`src/rtl/gas_engine_pkg.sv`:
```
// gas_engine_pkg: shared types and constants for the gas-engine serial link.
//   gas_shift_state_t   - controller states IDLE / SHIFT / DONE
//   GAS_SHIFT_W_DEFAULT - default word width of the shift controller
package gas_engine_pkg;

    typedef enum logic [1:0] {
        IDLE  = 2'd0,
        SHIFT = 2'd1,
        DONE  = 2'd2
    } gas_shift_state_t;

    localparam int GAS_SHIFT_W_DEFAULT = 8;

endpackage

```
`src/rtl/gas_shift_reg.sv`:
```
// gas_shift_reg: parallel-load, right-shift register with asynchronous clear.
//   clk, rst_n - clock, asynchronous active-low clear
//   shift      - shift right, shiftin enters bit S-1 (wins over load)
//   load       - load loadin in parallel
//   shiftin    - serial input bit
//   loadin     - parallel load word
//   data       - current register contents
module gas_shift_reg #(
    parameter int S = gas_engine_pkg::GAS_SHIFT_W_DEFAULT
) (
    input  logic         clk,
    input  logic         rst_n,
    input  logic         shift,
    input  logic         load,
    input  logic         shiftin,
    input  logic [S-1:0] loadin,
    output logic [S-1:0] data
);

    logic [S-1:0] data_q, data_d;

    always_comb begin
        data_d = shift ? {shiftin, data_q[S-1:1]} : (load ? loadin : data_q);
    end

    always_ff @(posedge clk or negedge rst_n) begin
        if (!rst_n) data_q <= '0;
        else        data_q <= data_d;
    end

    assign data = data_q;

endmodule

```
`src/rtl/gas_shift_ctrl.sv`:
```
// gas_shift_ctrl: full-duplex word transfer sequencer around gas_shift_reg.
//   clk, rst_n     - clock, asynchronous active-low reset
//   tx_data        - word to transmit, taken when tx_valid && tx_ready
//   tx_valid       - transmit request
//   tx_ready       - high in IDLE
//   sdi, sdo       - serial in / out (sdo is reg bit 0 during SHIFT, else 0)
//   shift_active   - a shift happens at the closing edge of this cycle
//   abort          - cancel a transfer in SHIFT
//   rx_data        - last completed received word
//   rx_valid       - one-cycle pulse when rx_data updates
//   busy           - high in SHIFT and DONE
module gas_shift_ctrl
    import gas_engine_pkg::*;
#(
    parameter int S = GAS_SHIFT_W_DEFAULT
) (
    input  logic         clk,
    input  logic         rst_n,
    input  logic [S-1:0] tx_data,
    input  logic         tx_valid,
    output logic         tx_ready,
    input  logic         sdi,
    output logic         sdo,
    output logic         shift_active,
    input  logic         abort,
    output logic [S-1:0] rx_data,
    output logic         rx_valid,
    output logic         busy
);

    localparam int CW = $clog2(S);
    localparam logic [CW-1:0] LAST = CW'(S - 1);

    gas_shift_state_t state_q, state_d;
    logic [CW-1:0]    cnt_q, cnt_d;
    logic [S-1:0]     rx_data_q, rx_data_d;
    logic             rx_valid_q, rx_valid_d;
    logic             shift, load;
    logic [S-1:0]     data;

    gas_shift_reg #(.S(S)) u_reg (
        .clk     (clk),
        .rst_n   (rst_n),
        .shift   (shift),
        .load    (load),
        .shiftin (sdi),
        .loadin  (tx_data),
        .data    (data)
    );

    always_comb begin
        state_d    = state_q;
        cnt_d      = cnt_q;
        rx_data_d  = rx_data_q;
        rx_valid_d = 1'b0;
        shift      = 1'b0;
        load       = 1'b0;
        case (state_q)
            IDLE: begin
                if (tx_valid) begin
                    load    = 1'b1;
                    cnt_d   = '0;
                    state_d = SHIFT;
                end
            end
            SHIFT: begin
                if (abort) begin
                    cnt_d   = '0;
                    state_d = IDLE;
                end else begin
                    shift = 1'b1;
                    // Counter saturates at LAST; the edge seen at LAST is the S-th shift.
                    if (cnt_q == LAST) state_d = DONE;
                    else               cnt_d   = cnt_q + 1'b1;
                end
            end
            DONE: begin
                rx_data_d  = data;
                rx_valid_d = 1'b1;
                state_d    = IDLE;
            end
            default: state_d = IDLE;
        endcase
    end

    always_ff @(posedge clk or negedge rst_n) begin
        if (!rst_n) begin
            state_q    <= IDLE;
            cnt_q      <= '0;
            rx_data_q  <= '0;
            rx_valid_q <= 1'b0;
        end else begin
            state_q    <= state_d;
            cnt_q      <= cnt_d;
            rx_data_q  <= rx_data_d;
            rx_valid_q <= rx_valid_d;
        end
    end

    assign tx_ready     = (state_q == IDLE);
    assign busy         = (state_q != IDLE);
    assign shift_active = shift;
    assign sdo          = (state_q == SHIFT) ? data[0] : 1'b0;
    assign rx_data      = rx_data_q;
    assign rx_valid     = rx_valid_q;

endmodule

```
`config.mk`:
```
export PLATFORM = sky130hd
export DESIGN_NAME = gas_shift_ctrl
export DESIGN_NICKNAME = d
export VERILOG_FILES = /design/src/rtl/gas_engine_pkg.sv /design/src/rtl/gas_shift_reg.sv /design/src/rtl/gas_shift_ctrl.sv
export SDC_FILE = /design/constraint.sdc
export NUM_CORES = 1
export LEC_CHECK = 0
export CORE_MARGIN = 8
export CORE_UTILIZATION = 55
export DETAILED_ROUTE_END_ITERATION = 8
export DONT_BUFFER_PORTS = 1
export GPL_TIMING_DRIVEN = 1
export PLACE_DENSITY = 0.7
export SYNTH_ARGS = -nofsm -noshare
export SYNTH_HDL_FRONTEND = slang
export SYNTH_HIERARCHICAL = 1
export SYNTH_SLANG_ARGS = --single-unit
```
`constraint.sdc`:
```
create_clock -name clk -period 2.7 [get_ports clk]
set_input_delay 0.675 -clock clk [delete_from_list [all_inputs] [get_ports clk]]
set_output_delay 0.675 -clock clk [all_outputs]
set_load 0.005 [all_outputs]
```
==> flow_summary.json <==
{
  "hold_violations": 0,
  "ys_ff_latch": 22,
  "setup_ws_ns": 0.814,
  "antenna_found_initial": 0,
  "numClockSinks": 22,
  "fin_crit_sh_pct": 69.9,
  "netlist.area_leader.share_pct": 56.3,
  "grt_remaining_overflow": 0,
  "final_cell_mix": "dfrtp_1 (22), mux2i_1 (11), nand2_1 (10)",
  "drt-initial-drc-count": 3,
  "crit_fanout": 20,
  "die_width_um": 58.2,
  "end_kind": "output port",
  "dieArea_sq_um": 3380,
  "dp_cells": 102,
  "min_path_type": "input pin to asynchronous set/reset pin",
  "use_met1_pct": 11.2,
  "final_common_cell": "dfrtp_1",
  "grt_use_total_pct": 10.3,
  "multi_input_area_sq_um": 383,
  "start_util_pct": 57.3,
  "outcome": "complete, no violations",
  "worstReg2RegEnd": "u_reg/data[2]",
  "cts_buffers": 3,
  "fin_cells": 106,
  "use_met3_pct": 5.52,
  "ios": 26,
  "cp.arrival_ns": 1.21,
  "powerDensity_nw_per_um2": 707,
  "clk_pin_slew_ns": 0.13,
  "slowest_delay_ns": 0.46,
  "ant_nets": 0,
  "cp-start-kind": "flip-flop",
  "rows": 15,
  "yosys.area.top_type": "dfrtp_1",
  "reg2reg_depth": 4,
  "post_cts_resize_count": 0,
  "syn_area_per_cell_sq_um": 12.5,
  "place_ws_ns": 0.948,
  "vias_per_cell": 5.26,
  "cts_hold_buf": 0,
  "worst_pin_slew_ns": 0.493,
  "gp_congestion": 0.740,
  "syn2layout_area_growth_pct": 7.03,
  "relSlewSlack_pct": 67.1,
  "skew_ns": 0.0123,
  "startpoint": "state_q[0]",
  "clock_latency_ns": 0.30,
  "clock.fmax_ghz": 0.530,
  "fillers": 140,
  "wl_per_cell_um": 15.3,
  "nNetsFinal": 97,
  "regArea_sq_um": 551,
  "grt_max_degree": 23,
  "yosysSeqAreaShare_pct": 56.3,
  "syn_area_sq_um": 978,
  "root_buffer": "clkbuf_4",
  "vias": 558,
  "post-cts-setup-buffers": 0,
  "core_area_sq_um": 1710,
  "yosysWarnings": 6,
  "grt-busiest-layer": "met2",
  "synthCells": 78,
  "slew_viol_final": 0,
  "use_met2_pct": 15.8,
  "antenna_cells_inserted": 0,
  "synth_fp_nets": 93,
  "drive_above_1_share_pct": 11.1,
  "dpl.hpwl_um": 1190,
  "criticalPathCategory": "flip-flop to output port",
  "path_cells": "nor3b_2 -> buf_4",
  "die_h_um": 58.2,
  "period_minus_slack_ns": 1.89,
  "timing.setup.tns_ns": 0,
  "rsz0062_at_grt": "false",
  "numPortBuffers": 0,
  "synth_cell_types": 17,
  "r2r_slack_ns": 1.12,
  "finalSetupViolCount": 0,
  "crit_slowest_cell": "dfrtp_1",
  "worstPathRequired_ns": 2.03,
  "yosys-top-cells-area": "dfrtp_1 (56%), mux2i_1 (11%), mux2_1 (9.2%)",
  "p_leak_nw": 0.519,
  "drc": 0,
  "ir_drop_mv": 0.417,
  "grt_pass1_wl_um": 2610,
  "grt_pass1_vias": 543,
  "max_cap_violations": 0,
  "cts_max_level": 1,
  "r2r_start": "state_q[1]",
  "cts_max_path_buffers": 2,
  "first_pass_iters": 2,
  "cts_tree": "built",
  "routed_wl_um": 1620
}
==> critical path: cells and delay by family (launching register included) <==
family                 cells  cell delay, ns
buffers and inverters      1            0.25
DFF                        1            0.46
and+or+nand+nor            1            0.21
==> how the worst max path moves through the flow <==
| stage | end | slack, ns | cells past startpoint |
|---|---|---|---|
| final | shift_active | 0.81 | 2 |
| after global routing | shift_active | 0.73 | 2 |
| after CTS | shift_active | 0.79 | 2 |
| after detailed placement | shift_active | 0.95 | 2 |
| after global placement | shift_active | 0.98 | 2 |
| after floorplan | shift_active | 0.91 | 1 |
==> state kept, by name, indices dropped and copies added (netlist names) <==
signal / count
u_reg/data: 8
rx_valid: 1
cnt_q: 3
state_q: 2
rx_data: 8
==> metal layers <==
layer	wire length (um)	part of all wire, %
met1	718	44
met2	728	45
met3	163	10
met4	11	0.68
met5	0	0
==> Yosys cell counts <==
master    count
dfrtp_1      22
mux2i_1      11
nand2_1      10
mux2_1        8
o21ai_1       8
inv_1         4
and2_1        2
buf_6         2
ha_1          2
nor2_1        2
a311oi_2      1
and3b_2       1
buf_4         1
nand2b_1      1
nor2b_1       1
nor3b_2       1
or4b_1        1
==> kinds of logic after synthesis <==
logic type                 count (synthesis)  synth area share (%)
AOI/OAI and AO/OA                          9                  5.63
adders and majority gates                  2                  2.56
buffers and inverters                      7                  4.60
DFF                                       22                  56.3
muxes                                     19                  20.5
and+or+nand+nor                           19                  10.5
==> stage by stage <==
stage,hold slack [ns],power [mW],cell area [sq um],utilization (%)
detailed placement,0.380,0.502,995,58.2
global placement,0.380,0.499,995,58.2
floorplan,0.379,0.484,978,-
CTS,0.0339,0.750,1050,61.3
global route,0.0126,0.780,1050,61.3
finish,0.0419,0.741,1050,61.3
==> cell type report <==
type | count | share of cell area [%]
Clock inverter | 1 | 2.87
Clock buffer | 3 | 2.15
Timing Repair Buffer | 2 | 1.43
Multi-Input combinational cell | 49 | 36.6
Inverter | 4 | 1.43
Sequential cell | 22 | 52.6
Tap cell | 25 | 2.99
==> power breakdown <==
part	internal, mW	switching (mW)
Clock	0.150	0.0970
Sequential	0.371	0.0333
Combinational	0.0441	0.0449
(Power assumes the default switching activity.)
